**src/rtl/uart_tx_arb.sv**
```systemverilog
// uart_tx_arb: two-requester, frame-granular arbiter in front of a single
// UART transmitter. Once a requester wins, it owns the transmitter for its
// whole frame. A frame is the run of bytes up to the one flagged "last".
// Each byte is handed to the transmitter with a one-cycle tx_en pulse.
// The arbiter then waits for tx_done before loading the next byte.
// Between frames a fixed idle gap is inserted. Ties are broken by a
// round-robin pointer that flips to the other requester after every
// completed or timed-out frame.
//
// Ports:
//   sys_clk, sys_rst          clock, asynchronous active-high reset
//   reqN_valid/data/last      requester N byte offer (N = 0, 1)
//   reqN_ready                requester N byte taken (combinational, LOAD only)
//   tx_data, tx_en            registered byte and start pulse to the transmitter
//   tx_done                   transmitter stop-bit-complete pulse
//   grant                     one-hot current owner, 00 when unowned
//   frame_done                one-cycle pulse on the owner's bit at frame end
//   timeout_err               one-cycle pulse when a tx_done wait expires
module uart_tx_arb #(
  parameter int unsigned GAP_CYCLES  = 16,
  parameter int unsigned TIMEOUT_CYC = 60000
) (
  input  logic       sys_clk,
  input  logic       sys_rst,
  input  logic       req0_valid,
  input  logic [7:0] req0_data,
  input  logic       req0_last,
  output logic       req0_ready,
  input  logic       req1_valid,
  input  logic [7:0] req1_data,
  input  logic       req1_last,
  output logic       req1_ready,
  output logic [7:0] tx_data,
  output logic       tx_en,
  input  logic       tx_done,
  output logic [1:0] grant,
  output logic [1:0] frame_done,
  output logic       timeout_err
);

  typedef enum logic [1:0] {
    IDLE      = 2'd0,
    LOAD      = 2'd1,
    WAIT_DONE = 2'd2,
    GAP       = 2'd3
  } state_t;

  localparam logic [31:0] TMO_LAST = 32'(TIMEOUT_CYC - 1);
  localparam logic [31:0] GAP_LAST = 32'(GAP_CYCLES - 1);
  // With no gap configured, a finished or abandoned frame goes straight back
  // to arbitration.
  localparam state_t FRAME_END = (GAP_CYCLES == 0) ? IDLE : GAP;

  state_t      state_q;
  state_t      state_d;
  logic [31:0] cnt_q;
  logic        ptr_q;     // 1: requester 1 wins a tie, 0: requester 0 wins
  logic        last_q;    // the byte in flight closes the frame
  logic        hs;
  logic        pick1;
  logic        tmo_hit;

  assign hs      = (req0_valid & req0_ready) | (req1_valid & req1_ready);
  // A lone valid requester wins regardless of the pointer.
  assign pick1   = req1_valid & (~req0_valid | ptr_q);
  // tx_done in the expiry cycle takes priority, so expiry requires its absence.
  assign tmo_hit = ~tx_done & (cnt_q == TMO_LAST);

  // State register
  always_ff @(posedge sys_clk or posedge sys_rst) begin
    if (sys_rst) begin
      state_q <= IDLE;
    end else begin
      state_q <= state_d;
    end
  end

  // Next-state logic
  always_comb begin
    state_d = state_q;
    case (state_q)
      IDLE:      if (req0_valid | req1_valid) state_d = LOAD;
      LOAD:      if (hs) state_d = WAIT_DONE;
      WAIT_DONE: begin
        if (tx_done) begin
          state_d = last_q ? FRAME_END : LOAD;
        end else if (tmo_hit) begin
          state_d = FRAME_END;
        end
      end
      GAP:       if (cnt_q == GAP_LAST) state_d = IDLE;
      default:   state_d = IDLE;
    endcase
  end

  // Output logic: only the owner sees ready, and only while a byte is wanted.
  always_comb begin
    req0_ready = 1'b0;
    req1_ready = 1'b0;
    if (state_q == LOAD) begin
      req0_ready = grant[0];
      req1_ready = grant[1];
    end
  end

  // Registered outputs, pointer and per-state counter
  always_ff @(posedge sys_clk or posedge sys_rst) begin
    if (sys_rst) begin
      cnt_q       <= '0;
      ptr_q       <= 1'b0;
      last_q      <= 1'b0;
      grant       <= '0;
      tx_data     <= '0;
      tx_en       <= 1'b0;
      frame_done  <= '0;
      timeout_err <= 1'b0;
    end else begin
      tx_en       <= 1'b0;
      frame_done  <= '0;
      timeout_err <= 1'b0;

      // The counter restarts on every state change, so in WAIT_DONE and GAP
      // it holds the number of cycles spent in the current visit.
      if (state_d != state_q) begin
        cnt_q <= '0;
      end else if (state_q == WAIT_DONE || state_q == GAP) begin
        cnt_q <= cnt_q + 32'd1;
      end

      case (state_q)
        IDLE: begin
          if (req0_valid | req1_valid) grant <= pick1 ? 2'b10 : 2'b01;
        end
        LOAD: begin
          if (hs) begin
            tx_data <= grant[1] ? req1_data : req0_data;
            last_q  <= grant[1] ? req1_last : req0_last;
            tx_en   <= 1'b1;
          end
        end
        WAIT_DONE: begin
          if (tx_done) begin
            if (last_q) begin
              frame_done <= grant;
              ptr_q      <= grant[0];
              grant      <= '0;
            end
          end else if (tmo_hit) begin
            // Bytes the owner has not yet offered are arbitrated later as a
            // fresh frame.
            timeout_err <= 1'b1;
            ptr_q       <= grant[0];
            grant       <= '0;
          end
        end
        default: ;
      endcase
    end
  end

endmodule

```
**config.mk**
```make
export PLATFORM = sky130hd
export DESIGN_NAME = uart_tx_arb
export DESIGN_NICKNAME = d
export VERILOG_FILES = /design/src/rtl/uart_tx_arb.sv
export SDC_FILE = /design/constraint.sdc
export NUM_CORES = 1
export LEC_CHECK = 0
export CAP_MARGIN = 30
export CORE_MARGIN = 2
export CORE_UTILIZATION = 55
export CTS_CLUSTER_DIAMETER = 40
export DETAILED_ROUTE_END_ITERATION = 8
export PLACE_DENSITY = 0.8
export SETUP_SLACK_MARGIN = 0.5
export SYNTH_ARGS = -nofsm -noshare
export SYNTH_HDL_FRONTEND = slang
export SYNTH_SLANG_ARGS = --single-unit
export TNS_END_PERCENT = 30
```
**constraint.sdc**
```tcl
create_clock -name sys_clk -period 6 [get_ports sys_clk]
set_input_delay 1.2 -clock sys_clk [delete_from_list [all_inputs] [get_ports sys_clk]]
set_output_delay 1.2 -clock sys_clk [all_outputs]
set_load 0.03 [all_outputs]
```
==> results.md, run 1 <==
- Largest net degree at the start of global routing: 34
- Cell count after synthesis: 285
- Initial Util: 57.1%
- Mapped Avg Cell Area: 9.52 um2
- Clk Latency, worst-skew pair: 0.31 ns
- Total global routing overflow: 0
- Root buffer cell: clkbuf_8
- EDFF count, synth: 0
- CP Max Fanout: 16
- Count of cell types in the netlist: 43
- Seq/Total Area, Yosys: 46.1%
- Vias per Instance: 6.21
- Peak Freq: 311 MHz
- Maximum vdd ir drop: 92.6 uV
- # port buffers: 38
- ANT cells: 0
- Xor/xnor share of the synthesized area: 4.84%
- Async set or reset register ratio after synthesis: 100%
- GPL Wtd Cong: 0.860
- Post-synth top area cell: dfrtp_1
- CTS resizes: 0
- Yosys warns: 0
- Core area: 4750 um2
- CP cell instances: and2b_1 > and2_1 > clkdlybuf4s50_1
- H-Tree Level Count: 2
- Vias in the first global route: 2177
- Mux cell area share after synthesis: 4.06%
- Final setup fails: 0
- Final std cells w/o fill: 382
- Power Total: 597 uW
- Router iterations before antenna repair: 4
- Clk slew on worst S/H paths: 0.09 ns
- CP top delay family: flip-flops
- TNS Setup: 0 ns
- Row Count: 25
- Most common cell after layout, fill and taps aside: dfrtp_1
- Routed WL per cell: 16.0 um
- Adder-Cell Fraction of Synth Area: 0.461%
- CTS tree: yes
- CP max stage delay: 0.71 ns
- CP Class: flop to output port
- Synth top area cells: dfrtp_1 46%, a211oi_1 4.4%, mux2i_1 4.1%, nor3_1 3.9%, or4_1 3.6%
- CTS Buf Count: 5
- Tcrit/Tclk final: 53.6%
- Ys flop type: dfrtp_1
- Final hold slack: 0.542 ns
- Final HPWL DP: 4220 um
- Syn Nets: 309
- Crit path launch: state_q[1]
- Share of layout cells above drive strength 1: 5.71%
- Min Clock Period, post-route: 3.22 ns
- Nets: 338
- Final wirelength: 6100 um
- Clock Path Buffers: 2
- Endpoints failing hold: 0
- Dpl cells: 374
- Cell Area, Synth: 2710 um2
- Worst slew margin: 58.9%
- Leak: 0.00136 uW
- Antenna violations before repair: 0
- Final WS setup: 2.78 ns
- Die area: 5510 um2
- Place WS: 2.85 ns
- Area delta synth->final: 19.9%
- Status: finished, final reports clean
- Maxcap violations: 0
- Startpoint types: flop
- Synth top area share: 46.1%
- Hold_buf cts: 0
- R2R Path Start: state_q[1]
- Via count: 2371
- Critical Path RT: 4.80 ns
- CP endpoint kind: output port
- Fin Clk Skew: 0.0123 ns
- Drc violations: 0
- Die X: 74.2 um
- Setup Buffers After CTS: 0
- I/O pin count: 39
- Measured slew at the worst slew-check pin: 0.617 ns
- RSZ-0062 raised after global routing: false
- #FFs+latches synth: 50
- Crit path arrival time: 2.02 ns
- Gr usage total: 23.5%
- Antenna-violating nets left: 0
- Synth Area in Compound Gates: 13.6%
- Simple-gate share of the synthesized area: 26.7%
- Slew Viols, Final: 0
- Initial drt markers: 160
- CP max-delay cell: dfrtp_1
- Most frequent cells in the layout: 50 x dfrtp_1, 38 x clkdlybuf4s50_1, 23 x nand2_1
- Clk sinks: 50
- Hold Path Class: flop to flop
- Hold Crit Start: tx_data[6]
- Worst reg2reg setup slack: 3.27 ns
- Main combinational cell family by area after synthesis: simple AND/OR/NAND/NOR gates
- Cell area power density: 183 nW/um2
- First-pass GRT wire length: 10100 um
- Die Height: 74.2 um
- Worst path bufs/invs: 1
synthesized netlist by cell type, drive strengths merged, types with 5 or more instances:
| cell type | instances |
|---|---|
| o21ai | 9 |
| and3 | 6 |
| o31ai | 10 |
| a211oi | 16 |
| or3 | 5 |
| nor2 | 13 |
| inv | 7 |
| a21oi | 8 |
| dfrtp | 50 |
| and4 | 5 |
| buf | 7 |
| or4 | 13 |
| mux2i | 11 |
| nor4 | 8 |
| xnor2 | 7 |
| nand2 | 23 |
| xor2 | 8 |
| nand4 | 15 |
| nor3 | 21 |
| nand3 | 9 |
| clkbuf | 12 |
state kept, by name, indices dropped and copies added, names as in the netlist:
signal,cells
cnt_q,32
tx_data,8
frame_done,2
grant,2
state_q,2
last_q,1
ptr_q,1
timeout_err,1
tx_en,1
final timing paths:
path | endpoint | cells after the start
max | req1_ready | 3
min | tx_data[6] | 2
max reg2reg | cnt_q[28] | 4
min reg2reg | tx_data[6] | 2
max in group asynchronous | cnt_q[27] | 3
min in group asynchronous | timeout_err | 2
layer usage:
layer  track usage [%]  vias up  part of all wire, %
met5                 0        -                    0
met1              30.9     1175                   44
met3              4.88        8                  4.1
met4              8.73        0                  1.1
li1                  -     1138                    -
met2              38.8       50                   50
where the power goes:
part / internal [uW] / switching (uW)
Clock: 123 / 111
Sequential: 337 / 0.000000238
Combinational: 15.6 / 10.9
Total: 475 / 122
through the flow:
stage | instance area, um2 | utilization, %
after floorplan | 2710 | -
after global placement | 3130 | 65.7
after detailed placement | 3150 | 66.2
after CTS | 3250 | 68.4
after global routing | 3250 | 68.4
final | 3250 | 68.4
tightest hold or removal path, delay by kind of cell, from the launching register on:
family	cells	cell delay (ns)
and+or+nand+nor	1	0.05
DFF	1	0.35
AOI/OAI and AO/OA	1	0.10
kinds of logic (layout without fill, tap and decap cells):
logic type,after synthesis,count (layout)
xor gates and xnor gates,15,15
muxes,11,11
adders and majority gates,1,1
and+or+nand+nor,127,127
DFF,50,50
buffers and inverters,27,57
AOI/OAI and AO/OA,54,54
layout make-up:
class / instances / area, um2
Sequential cell: 50 / 1250
Inverter: 8 / 30.0
Multi-Input combinational cell: 208 / 1370
Clock inverter: 3 / 40.0
Fill cell: 390 / 1500
Tap cell: 67 / 83.8
Timing Repair Buffer: 41 / 415
Clock buffer: 5 / 68.8
Note: power is estimated with default switching activity, not from simulation.
==> run 2, diff against run 1 <==
--- a/config.mk
+++ b/config.mk
@@ -7,10 +7,10 @@
 export LEC_CHECK = 0
 export CAP_MARGIN = 30
 export CORE_MARGIN = 2
-export CORE_UTILIZATION = 55
+export CORE_UTILIZATION = 54
 export CTS_CLUSTER_DIAMETER = 40
 export DETAILED_ROUTE_END_ITERATION = 8
-export PLACE_DENSITY = 0.8
+export PLACE_DENSITY = 0.79
 export SETUP_SLACK_MARGIN = 0.5
 export SYNTH_ARGS = -nofsm -noshare
 export SYNTH_HDL_FRONTEND = slang
==> constraint.sdc (replaced) <==
create_clock -name sys_clk -period 3.3 [get_ports sys_clk]
set_input_delay 0.66 -clock sys_clk [delete_from_list [all_inputs] [get_ports sys_clk]]
set_output_delay 0.66 -clock sys_clk [all_outputs]
set_load 0.03 [all_outputs]
==> results.md, run 2 (synthesized netlist as in run 1, its figures left out) <==
- Root buffer cell: clkbuf_8
- Tcrit/Tclk final: 80.5%
- # port buffers: 38 (unchanged)
- Leak: 0.00137 uW (+0.32%)
- Gr usage total: 24.7% (+1.1 points)
- Most frequent cells in the layout: 50 x dfrtp_1, 38 x clkdlybuf4s50_1, 23 x nand2_1
- DP Area: 3150 um2 (about the same)
- Vias in the first global route: 2120 (-2.6%)
- Vias per Instance: 6.12 (-1.4%)
- Antenna violations before repair: 0 (unchanged)
- Core area: 4790 um2 (+0.66%)
- Worst slew margin: 55.6% (-3.3 points)
- Hold Path Depth: 2 (unchanged)
- R2R depth: 5 (+1)
- CP Class: flop to output port
- Maxcap violations: 0 (unchanged)
- Final hold slack: 0.528 ns (-0.0149 ns)
- Nets: 340 (+0.59%)
- Switching power: 231 uW (+89%)
- CP endpoint kind: output port
- Hold Path Class: flop to flop
- Gate power share: 4.4% (about the same)
- Total global routing overflow: 0 (unchanged)
- Largest net degree at the start of global routing: 33 (-2.9%)
- Fillcell total: 388 (-0.51%)
- Net Sw Frac: 21.1% (+0.69 points)
- Biggest regs: cnt_q: 32 flops, tx_data: 8 flops
- Share of layout cells above drive strength 1: 6.31% (+0.59 points)
- Hold_buf cts: 0 (unchanged)
- CTS tree: yes
- Slew Viols, Final: 0 (unchanged)
- Min Clock Period, post-route: 2.66 ns
- Fin Clk Skew: 0.00779 ns (-0.00454 ns)
- Internal: 863 uW (+82%)
- Die Height: 74.9 um (+0.87%)
- Area of the multi-input gates: 1370 um2 (unchanged)
- CTS resizes: 0 (unchanged)
- Final core occ: 68.1% (-0.40 points)
- Final setup fails: 0 (unchanged)
- Seq. cell area: 1250 um2 (unchanged)
- ANT cells: 0 (unchanged)
- First-pass GRT wire length: 10300 um (+2.3%)
- CP Max Fanout: 11 (-5)
- Die X: 74.9 um (+0.87%)
- Die area: 5610 um2 (+1.7%)
- Final wirelength: 6280 um (+3.0%)
- Measured slew at the worst slew-check pin: 0.666 ns (+0.0489 ns)
- Flop pwr share: 55.9% (-0.5 points)
- Clock network power share: 39.6% (+0.4 points)
- Initial drt markers: 184 (+15%)
- Crit path arrival time: 2.00 ns (-0.02 ns)
- Most common cell after layout, fill and taps aside: dfrtp_1
- CTS Buf Count: 5 (unchanged)
- Endpoints failing hold: 0 (unchanged)
- TNS Setup: 0 ns (unchanged)
- Drc violations: 0 (unchanged)
- Clk slew on worst S/H paths: 0.08 ns (about the same)
- RSZ-0062 raised after global routing: false
- Clock Path Buffers: 2 (unchanged)
- Maximum vdd ir drop: 256 uV (+180%)
- Cell area after layout: 3260 um2 (about the same)
- Clk Latency, worst-skew pair: 0.32 ns (about the same)
- H-Tree Level Count: 2 (unchanged)
- Router iterations before antenna repair: 4 (unchanged)
- I/O pin count: 39 (unchanged)
- Cell area power density: 336 nW/um2 (+83%)
- Antenna-violating nets left: 0 (unchanged)
- Routed WL per cell: 16.4 um (+2.5%)
- Max reg flops: 32 (unchanged)
- Critical Path RT: 2.64 ns (-2.16 ns)
- Area delta synth->final: 20.0% (about the same)
- Clk sinks: 50 (unchanged)
- Reg with most FFs: cnt_q
- Via count: 2351 (-0.84%)
- Initial Util: 56.7% (-0.37 points)
- Startpoint types: flop
- GPL Wtd Cong: 0.899 (+4.5%)
- Status: finished, final reports clean
- Setup Buffers After CTS: 0 (unchanged)
- Peak Freq: 377 MHz
- Final HPWL DP: 4350 um (+2.9%)
- Row Count: 25 (unchanged)
## run 2: power groups by stage
stage                     registers, uW  clock network [uW]  logic, uW
after floorplan                     624                   0       14.7
after global placement              624                   0       48.1
after detailed placement            624                   0       49.4
after CTS                           612                 439       49.6
after global routing                612                 461       53.9
final                               612                 434       48.5
## run 2: path summary, 6_finish.rpt
kind,startpoint,to,slack (ns)
max in group asynchronous,sys_rst,cnt_q[22],2.05
max reg2reg,cnt_q[1],cnt_q[22],0.76
min,last_q,last_q,0.53
max,state_q[1],req1_ready,0.64
min in group asynchronous,sys_rst,cnt_q[15],0.64
min reg2reg,last_q,last_q,0.53
## run 2: final cells by class
class	instances	share of cell area [%]
repair buffers	43	12.8
flip-flops and latches	50	38.4
clock inverters	3	1.23
inverters	8	0.922
multi-input cells	208	41.9
well taps	67	2.57
clock buffers	5	2.11
## run 2: through the flow
step	instances	power (uW)	setup WS (ns)
CTS	384	1100	0.627
finish	384	1090	0.644
global placement	376	672	0.750
floorplan	285	639	1.09
global route	384	1130	0.562
detailed placement	376	674	0.642
## run 2: worst max-delay path: stages (launching register included)
cell             delay [ns]
dfrtp_1                0.47
buf_4                  0.21
and2b_1                0.20
and2_1                 0.12
clkdlybuf4s50_1        0.67
## run 2: metal layers
| metal | vias up | track usage [%] | part of all wire, % |
|---|---|---|---|
| met5 | - | 0 | 0 |
| met4 | 0 | 10.3 | 1.8 |
| met3 | 10 | 4.95 | 3.9 |
| met2 | 49 | 36.7 | 48 |
| met1 | 1155 | 35.3 | 46 |
| li1 | 1137 | - | - |
==> run 3, diff against run 2 <==
--- a/config.mk
+++ b/config.mk
@@ -7,10 +7,10 @@
 export LEC_CHECK = 0
 export CAP_MARGIN = 30
 export CORE_MARGIN = 2
-export CORE_UTILIZATION = 54
+export CORE_UTILIZATION = 49
 export CTS_CLUSTER_DIAMETER = 40
 export DETAILED_ROUTE_END_ITERATION = 8
-export PLACE_DENSITY = 0.79
+export PLACE_DENSITY = 0.76
 export SETUP_SLACK_MARGIN = 0.5
 export SYNTH_ARGS = -nofsm -noshare
 export SYNTH_HDL_FRONTEND = slang
==> constraint.sdc (replaced) <==
create_clock -name sys_clk -period 2.37 [get_ports sys_clk]
set_input_delay 0.474 -clock sys_clk [delete_from_list [all_inputs] [get_ports sys_clk]]
set_output_delay 0.474 -clock sys_clk [all_outputs]
set_load 0.03 [all_outputs]
==> results.md, run 3 (synthesized netlist as in run 1, its figures left out) <==
- Fillcell total: 387 (-0.26%)
- Antenna-violating nets left: 0 (unchanged)
- Crit path arrival time: 2.31 ns (+0.31 ns)
- Cell area after layout: 3870 um2 (+19%)
- Most frequent cells in the layout: 42 x dfrtp_1, 37 x buf_4, 35 x clkdlybuf4s50_1
- Leak: 0.00162 uW (+19%)
- Share of layout cells above drive strength 1: 29.5% (+23 points)
- Total global routing overflow: 0 (unchanged)
- Peak Freq: 478 MHz
- Antenna violations before repair: 0 (unchanged)
- Slew Viols, Final: 0 (unchanged)
- CP endpoint kind: flop
- Drc violations: 0 (unchanged)
- Maximum vdd ir drop: 305 uV (+19%)
- Crit path launch: cnt_q[10]
- Die X: 78.4 um (+4.7%)
- Die area: 6150 um2 (+9.6%)
- Most common cell after layout, fill and taps aside: dfrtp_1
- Hold_buf cts: 0 (unchanged)
- Crit path top cell by count: buf_6
- Fin Clk Skew: 0.0110 ns (+0.00324 ns)
- Largest net degree at the start of global routing: 51 (+55%)
- Max reg flops: 32 (unchanged)
- DP Area: 3270 um2 (+3.9%)
- Final HPWL DP: 4480 um (+3.0%)
- I/O pin count: 39 (unchanged)
- GPL Wtd Cong: 0.867 (-3.5%)
- Min Clock Period, post-route: 2.09 ns
- Flop pwr share: 51.7% (-4.2 points)
- Initial drt markers: 205 (+11%)
- CTS tree: yes
- Router iterations before antenna repair: 4 (unchanged)
- TNS Setup: 0 ns (unchanged)
- Clk slew on worst S/H paths: 0.10 ns (+0.02 ns)
- Core area: 5440 um2 (+14%)
- Biggest regs: cnt_q: 32 flops, tx_data: 8 flops
- RSZ-0062 raised after global routing: true
- Clk Latency, worst-skew pair: 0.32 ns (about the same)
- Nets: 379 (+11%)
- Via count: 2616 (+11%)
- CP max-delay cell: or4_4
- Worst slew margin: 57.3% (+1.7 points)
- Die Height: 78.4 um (+4.7%)
- DR WL met2: 3970 um (+31%)
- CTS Buf Count: 5 (unchanged)
- CP Max Fanout: 4 (-7)
- Vias per Instance: 6.11 (-0.17%)
- R2R Path Start: cnt_q[10]
- Initial Util: 49.9% (-6.8 points)
- Hold Crit Start: tx_data[2]
- ANT cells: 0 (unchanged)
- First-pass GRT wire length: 12400 um (+20%)
- CP Class: flop to flop
- CP cell instances: nand4_1 > or4_4 > buf_6 > buf_6 > or3_4 > a211oi_2
- Final setup fails: 0 (unchanged)
- Gate power share: 4.1% (-0.3 points)
- Cell area power density: 426 nW/um2 (+27%)
- Internal: 1310 uW (+52%)
- DRT met1 WL: 3170 um (+9.8%)
- Maxcap violations: 0 (unchanged)
- Met3 wire len: 367 um (+48%)
- Switching power: 334 uW (+44%)
- Endpoints failing hold: 0 (unchanged)
- Worst path bufs/invs: 2 (unchanged)
- H-Tree Level Count: 2 (unchanged)
- CP max stage delay: 0.57 ns (-0.10 ns)
- Hold Path Class: flop to flop
- Status: finished, final reports clean
- Startpoint types: flop
- Top Metal Used: met4
- Row Count: 27 (+8.0%)
- Root buffer cell: clkbuf_8
- Vias in the first global route: 2502 (+18%)
- Measured slew at the worst slew-check pin: 0.640 ns (-0.0257 ns)
- Area delta synth->final: 42.6%
- Final wirelength: 7630 um (+21%)
- Clk sinks: 50 (unchanged)
- Routed WL per cell: 17.8 um (+9.0%)
- Net Sw Frac: 20.3% (-0.87 points)
- # port buffers: 38 (unchanged)
- Clock network power share: 44.2% (+4.6 points)
- CP top delay family: simple AND/OR/NAND/NOR gates
- Gr usage total: 25.7% (+1.1 points)
- Clock Path Buffers: 2 (unchanged)
- Critical Path RT: 2.59 ns (-0.05 ns)
- Reg with most FFs: cnt_q
- Tcrit/Tclk final: 88.2%
==> run 3: cell types whose count changed in the layout (fill, tap and decap cells not counted), sizes merged <==
cell | previous run | this run
dlygate4sd2 | 0 | 1
dlygate4sd1 | 0 | 1
clkinv | 3 | 2
clkdlybuf4s50 | 38 | 35
buf | 5 | 45
bufinv | 1 | 2
==> run 3: tightest hold or removal path: cells and delay by family (launching register included) <==
family           cells  cell delay [ns]
AO/OA/AOI/OAI        1             0.10
flip-flops           1             0.35
AND/OR/NAND/NOR      1             0.05
==> run 3: worst paths after layout <==
check,endpoint,slack (ns),depth (start not counted)
setup / recovery,cnt_q[19],0.28,6
hold / removal,tx_data[2],0.53,2
setup reg to reg,cnt_q[19],0.28,6
hold reg to reg,tx_data[2],0.53,2
max in group asynchronous,state_q[1],1.27,3
min in group asynchronous,frame_done[1],0.64,3
==> run 3: metal layers <==
layer / up-vias / GRT usage, %
met5: - / 0
li1: 1220 / -
met4: 0 / 7.72
met3: 14 / 3.91
met1: 1303 / 34.0
met2: 79 / 43.9
==> run 3: final cells by class <==
type	instances	area (um2)	share of cell area (%)
Sequential cell	50	1260	32.6
Timing Repair Buffer	82	742	19.2
Multi-Input combinational cell	208	1610	41.6
Inverter	8	30.0	0.776
Clock buffer	5	68.8	1.78
Clock inverter	3	68.8	1.78
Tap cell	72	90.1	2.33
==> run 3: repair_timing <==
action,in CTS,in global routing
gates resized for setup,48,23
gates cloned,2,0
endpoints found under the setup margin,40,41
buffers inserted,20,6
pin swaps,17,14
==> run 3: per-stage QoR <==
stage / hold slack, ns / setup slack, ns / std cells / total power [uW] / util (%)
after global placement: 0.496 / 0.117 / 392 / 937 / 60.1
final: 0.532 / 0.280 / 428 / 1650 / 71.1
after global routing: 0.562 / 0.173 / 428 / 1690 / 71.1
after floorplan: 0.472 / 0.403 / 285 / 890 / -
after detailed placement: 0.520 / 0.0459 / 392 / 938 / 60.1
after CTS: 0.541 / 0.320 / 422 / 1650 / 68.6
==> run 3: power by group through the flow <==
stage	clock [uW]	combinational (uW)	sequential (uW)
3_5_place_dp	0	68.3	869
2_1_floorplan	0	20.4	869
4_1_cts	733	68.6	852
5_1_grt	763	75.3	852
6_report	728	66.9	852
3_3_place_gp	0	67.3	869
